## src/rtl/match_ctrl.sv

```systemverilog
// Rally/match sequencer for the pika-ball game: floor-touch detection, point award,
// win-by-N / score-cap match end, pause/freeze, serve-side tracking and abort-to-idle.
module match_ctrl #(
    parameter int unsigned COORD_W       = 12,
    parameter int unsigned SCORE_W       = 4,
    parameter int unsigned POINTS_TO_WIN = 7,
    parameter int unsigned WIN_BY        = 1,
    parameter int unsigned SCORE_CAP     = 15,
    parameter int unsigned COURT_MID     = 160,
    parameter int unsigned FLOOR_Y       = 220,
    parameter int unsigned BALL_H        = 30,
    parameter int unsigned START_CYCLES  = 100_000_000,
    parameter int unsigned SERVE_CYCLES  = 50_000_000
) (
    input  logic               clk,
    input  logic               reset_n,
    input  logic               run_n,
    input  logic               pause_req,
    input  logic [COORD_W-1:0] ball_x,
    input  logic [COORD_W-1:0] ball_y,
    output logic [1:0]         game_state,
    output logic               freeze,
    output logic [SCORE_W-1:0] player_score,
    output logic [SCORE_W-1:0] npc_score,
    output logic               point_pulse,
    output logic               point_winner,
    output logic               serve_side,
    output logic               match_winner
);

    localparam int unsigned MAX_CYCLES = (START_CYCLES > SERVE_CYCLES) ? START_CYCLES : SERVE_CYCLES;
    localparam int unsigned TIMER_W    = $clog2(MAX_CYCLES + 1);
    localparam int unsigned EXT_W      = COORD_W + 1;

    localparam logic [TIMER_W-1:0] START_LAST = TIMER_W'(START_CYCLES - 1);
    localparam logic [TIMER_W-1:0] SERVE_LAST = TIMER_W'(SERVE_CYCLES - 1);
    localparam logic [EXT_W-1:0]   BALL_H_EXT = EXT_W'(BALL_H);
    localparam logic [EXT_W-1:0]   FLOOR_EXT  = EXT_W'(FLOOR_Y);
    localparam logic [COORD_W-1:0] MID_X      = COORD_W'(COURT_MID);
    localparam logic [SCORE_W-1:0] TO_WIN     = SCORE_W'(POINTS_TO_WIN);
    localparam logic [SCORE_W-1:0] LEAD_MIN   = SCORE_W'(WIN_BY);
    localparam logic [SCORE_W-1:0] CAP        = SCORE_W'(SCORE_CAP);

    typedef enum logic [2:0] {
        S_IDLE,
        S_START,
        S_SERVE,
        S_PLAY,
        S_SCORE,
        S_CHECK,
        S_PAUSE,
        S_END
    } state_t;

    state_t               state, state_next;
    state_t               saved_state, saved_next;
    logic [TIMER_W-1:0]   timer, timer_next;

    logic [EXT_W-1:0]     ball_bottom_c;
    logic                 touch_c;
    logic                 award_npc_c;
    logic [SCORE_W-1:0]   player_lead_c;
    logic [SCORE_W-1:0]   npc_lead_c;
    logic                 player_win_c;
    logic                 npc_win_c;

    function automatic logic [1:0] state_code(input state_t s);
        case (s)
            S_SERVE:                  state_code = 2'd1;
            S_PLAY, S_SCORE, S_CHECK: state_code = 2'd2;
            S_END:                    state_code = 2'd3;
            default:                  state_code = 2'd0;
        endcase
    endfunction

    // Extra bit keeps ball_y + BALL_H from wrapping near the top of the coordinate range.
    assign ball_bottom_c = {1'b0, ball_y} + BALL_H_EXT;
    assign touch_c       = (ball_bottom_c >= FLOOR_EXT);
    assign award_npc_c   = (ball_x >= MID_X);

    // Win evaluation on the registered (already updated) scores.
    assign player_lead_c = (player_score > npc_score) ? (player_score - npc_score) : '0;
    assign npc_lead_c    = (npc_score > player_score) ? (npc_score - player_score) : '0;
    assign player_win_c  = ((player_score >= TO_WIN) && (player_lead_c >= LEAD_MIN)) ||
                           (player_score == CAP);
    assign npc_win_c     = ((npc_score >= TO_WIN) && (npc_lead_c >= LEAD_MIN)) ||
                           (npc_score == CAP);

    always_ff @(posedge clk or negedge reset_n) begin
        if (!reset_n) begin
            state       <= S_IDLE;
            saved_state <= S_IDLE;
            timer       <= '0;
        end else begin
            state       <= state_next;
            saved_state <= saved_next;
            timer       <= timer_next;
        end
    end

    // Next-state logic; abort beats every other transition.
    always_comb begin
        state_next = state;
        saved_next = saved_state;
        timer_next = timer;
        if ((state != S_IDLE) && run_n) begin
            state_next = S_IDLE;
            timer_next = '0;
        end else begin
            case (state)
                S_IDLE: begin
                    if (!run_n) begin
                        state_next = S_START;
                        timer_next = '0;
                    end
                end
                S_START: begin
                    if (timer == START_LAST) begin
                        state_next = S_SERVE;
                        timer_next = '0;
                    end else begin
                        timer_next = timer + TIMER_W'(1);
                    end
                end
                S_SERVE: begin
                    // Serve expiry wins over a pause request in the same cycle.
                    if (timer == SERVE_LAST) begin
                        state_next = S_PLAY;
                        timer_next = '0;
                    end else begin
                        timer_next = timer + TIMER_W'(1);
                        if (pause_req) begin
                            state_next = S_PAUSE;
                            saved_next = S_SERVE;
                        end
                    end
                end
                S_PLAY: begin
                    if (touch_c) begin
                        state_next = S_SCORE;
                        timer_next = '0;
                    end else if (pause_req) begin
                        state_next = S_PAUSE;
                        saved_next = S_PLAY;
                    end
                end
                S_SCORE: begin
                    state_next = S_CHECK;
                    timer_next = '0;
                end
                S_CHECK: begin
                    state_next = (player_win_c || npc_win_c) ? S_END : S_SERVE;
                    timer_next = '0;
                end
                S_PAUSE: begin
                    if (pause_req) begin
                        state_next = saved_state;
                    end
                end
                S_END: begin
                    state_next = S_END;
                end
                default: begin
                    state_next = S_IDLE;
                    timer_next = '0;
                end
            endcase
        end
    end

    // Registered outputs; strobes and flags line up with the state they describe.
    always_ff @(posedge clk or negedge reset_n) begin
        if (!reset_n) begin
            game_state   <= 2'd0;
            freeze       <= 1'b0;
            player_score <= '0;
            npc_score    <= '0;
            point_pulse  <= 1'b0;
            point_winner <= 1'b0;
            serve_side   <= 1'b0;
            match_winner <= 1'b0;
        end else begin
            point_pulse <= (state_next == S_SCORE);
            freeze      <= (state_next == S_PAUSE);
            if (state != S_PAUSE) begin
                game_state <= state_code(state);
            end
            if ((state == S_IDLE) || (state_next == S_IDLE)) begin
                player_score <= '0;
                npc_score    <= '0;
                point_winner <= 1'b0;
                serve_side   <= 1'b0;
                match_winner <= 1'b0;
            end else begin
                if (state_next == S_SCORE) begin
                    point_winner <= award_npc_c;
                    serve_side   <= award_npc_c;
                    if (award_npc_c) begin
                        if (npc_score < CAP) begin
                            npc_score <= npc_score + SCORE_W'(1);
                        end
                    end else begin
                        if (player_score < CAP) begin
                            player_score <= player_score + SCORE_W'(1);
                        end
                    end
                end
                if ((state == S_CHECK) && (state_next == S_END)) begin
                    match_winner <= !player_win_c;
                end
            end
        end
    end

endmodule

```

## config.mk

```make
export PLATFORM = sky130hd
export DESIGN_NAME = match_ctrl
export DESIGN_NICKNAME = d
export VERILOG_FILES = /design/src/rtl/match_ctrl.sv
export SDC_FILE = /design/constraint.sdc
export NUM_CORES = 1
export LEC_CHECK = 0
export CAP_MARGIN = 20
export CORE_MARGIN = 2
export CORE_UTILIZATION = 25
export CTS_BUF_LIST = sky130_fd_sc_hd__clkbuf_8
export CTS_CLUSTER_DIAMETER = 50
export CTS_CLUSTER_SIZE = 28
export DETAILED_ROUTE_END_ITERATION = 10
export HOLD_SLACK_MARGIN = 0.08
export PLACE_DENSITY = 0.42
export SLEW_MARGIN = 40
export SYNTH_ARGS = -nofsm -noshare
export SYNTH_HDL_FRONTEND = slang
export SYNTH_SLANG_ARGS = --single-unit
```

## constraint.sdc

```tcl
create_clock -name clk -period 3.4 [get_ports clk]
set_input_delay 0.85 -clock clk [delete_from_list [all_inputs] [get_ports clk]]
set_output_delay 0.85 -clock clk [all_outputs]
set_load 0.01 [all_outputs]
```

==> flow_summary.yaml <==
status:
  status: "completed"
sta:
  skew_ps: 16.9
  finalSetupViolCount: 0
  post-route-period-util_pct: 94.1
  tightest_slew_ps: 839
  drv_slew: 0
  max_slew_margin_pct: 43.6
  setup_ws_ps: 201
  rsz0062_at_grt: "false"
  fin_setup_tns_ps: 0
  fmax_ghz: 0.313
  hold_viol: 0
  period_minus_slack_ps: 3200
yosys:
  synth_cells: 375
  syn_area_per_cell_sq_um: 8.45
  yosysSeqAreaShare_pct: 36.3
  netlist_area_sq_um: 3170
  yosys_most_used_dff: "dfrtp_1"
  yosysTopAreaCellShare_pct: 36.3
  ys_warn_count: 0
  synth-edff-count: 0
  async_flop_share_pct: 100
  synth_seq_cells: 46
  yosysTopAreaCell: "dfrtp_1"
  ys_types: 64
  syn-num-nets: 417
  synth_area_leaders: "dfrtp_1 (36%), o21ai_0 (6.2%), ha_1 (4.7%), nand2_1 (4.6%), a21oi_1 (3.8%)"
power_and_ir_drop:
  p_leak_uw: 0.00168
  ir_drop_v: 0.000117
  power_uw: 997
  powerDensity_nw_per_um2: 247
critical_path:
  critPathMaxFanout: 3
  regToRegStartpoint: "player_score[0]"
  worst_setup_path_end_kind: "register"
  crit_start: "ball_y[3]"
  reg2reg_depth: 13
  critical_path_arrival_ps: 3380
  critPathRequiredTime_ps: 3580
  crit_path_start_kind: "input pin"
  crit_type: "in -> reg"
detailed_routing:
  viasPerCell: 5.00
  drt_pass1_iterations: 6
  wl_per_cell_um: 14.8
  drc: 0
  vias: 3017
  totalWireLength_um: 8930
  drt_iter0_markers: 160
  ant_nets: 0
hold_path:
  whs_path_depth: 1
  hp-start: "saved_state[1]"
  hp-class: "reg -> reg"
cts:
  root_buffer: "clkbuf_8"
  clk_pin_slew_ps: 100
  cts_tree: "built"
  htree_num_levels: 2
  clk_path_buf_depth: 2
  numCtsBuffers: 5
  cts_setup_buffers: 0
  hold_buffers: 0
  clock_sinks: 46
  clock_latency_ps: 310
die:
  die_area_sq_um: 13600
  num_io_pins: 43
  start_util_pct: 25.3
  num_rows: 41
  die_h_um: 117
  core_sq_um: 12500
  die_x_um: 117
global_routing:
  track_usage_pct: 13.0
  antenna_found_initial: 0
  grt_overflow_total: 0
  grt_max_degree: 32
  grt_pass1_wl_um: 14200
  grt_pass1_vias: 2851
placed_design:
  globalplace.congestion: 0.781
  dp_slack_ps: -341
  portBuffers: 36
  post-dp-hpwl_um: 6310
  placed_cells: 595
final_layout:
  fillCellCount: 1338
  final_cells: 604
  final_util_pct: 32.2
  fin_nets: 474
  post_route_cells_drive_above_1_share_pct: 13.2
  num_antenna_cells: 0
  area_delta_synth_final_pct: 27.4
flow_run:
  drv_cap: 0
==> cells in the mapped netlist, drive strengths merged, types with 4 or more instances <==
| cell type | n |
|---|---|
| and3 | 8 |
| nor3 | 5 |
| nor2 | 26 |
| ha | 12 |
| o21ai | 39 |
| a21o | 4 |
| nand3b | 4 |
| nand3 | 15 |
| o31ai | 8 |
| a31oi | 11 |
| nor4 | 6 |
| a211oi | 5 |
| a21oi | 24 |
| nand2 | 39 |
| or4 | 5 |
| and4 | 7 |
| dfrtp | 46 |
| and2 | 8 |
| clkbuf | 13 |
| a22o | 4 |
| inv | 17 |
| nand4 | 9 |
==> worst max-delay path: stages <==
cell	delay, ps
clkdlybuf4s50_1	420
or4_4	530
nand4_1	140
mux2i_2	250
nor2_1	70
or4_4	560
nand2_2	120
buf_4	120
nor4_1	40
a221o_1	290
==> sequential cells by signal, indices dropped and copies added (netlist names) <==
name / count
player_score: 4
state: 3
npc_score: 4
point_pulse: 1
timer: 27
freeze: 1
match_winner: 1
serve_side: 1
game_state: 2
saved_state: 2
==> final timing paths <==
| kind | end | slack (ps) |
|---|---|---|
| max | player_score[2] | 200 |
| min | saved_state[1] | 470 |
| max reg2reg | player_score[0] | 300 |
| min reg2reg | saved_state[1] | 470 |
| max in group asynchronous | timer[5] | 2180 |
| min in group asynchronous | timer[26] | 580 |
==> per-stage QoR <==
| stage | hold slack, ps | instance area, sq um |
|---|---|---|
| 6_report | 474 | 4040 |
| 5_1_grt | 511 | 4040 |
| 4_1_cts | 477 | 3980 |
| 3_5_place_dp | 453 | 3880 |
| 3_3_place_gp | 445 | 3880 |
| 2_1_floorplan | 429 | 3170 |
==> layout make-up <==
| class | count | area, sq um | share of cell area [%] |
|---|---|---|---|
| inverter | 18 | 67.6 | 1.67 |
| sequential | 46 | 1150 | 28.5 |
| timing repair buffer | 64 | 571 | 14.1 |
| clock buffer | 5 | 68.8 | 1.70 |
| tap | 172 | 215 | 5.33 |
| clock inverter | 2 | 7.51 | 0.186 |
| multi-input combinational | 297 | 1960 | 48.5 |
==> repair_timing <==
action | CTS | global route
cloned | 0 | 2
gates resized for setup | 4 | 9
endpoints found under the setup margin | 4 | 32
pin swaps | 0 | 2
==> metal layers <==
layer  vias up  global-route usage, %  routed length, um
li1       1525                      -                  -
met1      1451                   17.8               4390
met2        34                   21.9               4320
met3         7                   2.34                174
met4         0                   2.04                 53
met5         -                      0                  0
==> cells by family after synthesis <==
group / count (synthesis) / synth area share [%]
adders and majority gates: 15 / 6.32
muxes: 4 / 1.30
AOI/OAI and AO/OA: 121 / 24.8
xor gates and xnor gates: 5 / 1.38
buffers and inverters: 34 / 4.30
and+or+nand+nor: 150 / 25.6
DFF: 46 / 36.3
==> report_power, final <==
part	leakage (uW)	total (uW)	internal, uW	switching [uW]
Clock	0.0000466	330	136	194
Sequential	0.000638	556	550	5.83
Combinational	0.000993	112	52.6	59.1
Total	0.00168	997	739	259
==> placed cells by master, fill, tap and decap left out, drive strengths merged, types with 3 or more instances in the layout <==
cell type / instances
a211oi: 5
a21o: 4
a21oi: 24
a22o: 4
a31oi: 11
and2: 8
and3: 8
and4: 7
buf: 29
clkbuf: 5
clkdlybuf4s50: 33
dfrtp: 46
ha: 12
inv: 19
mux2: 3
mux2i: 3
nand2: 39
nand3: 15
nand3b: 4
nand4: 9
nor2: 26
nor2b: 3
nor3: 5
nor4: 6
o21ai: 39
o22a: 3
o31a: 3
o31ai: 8
o41ai: 3
or2: 3
or4: 5
xor2: 3
Power figures use the tool's default switching activity.
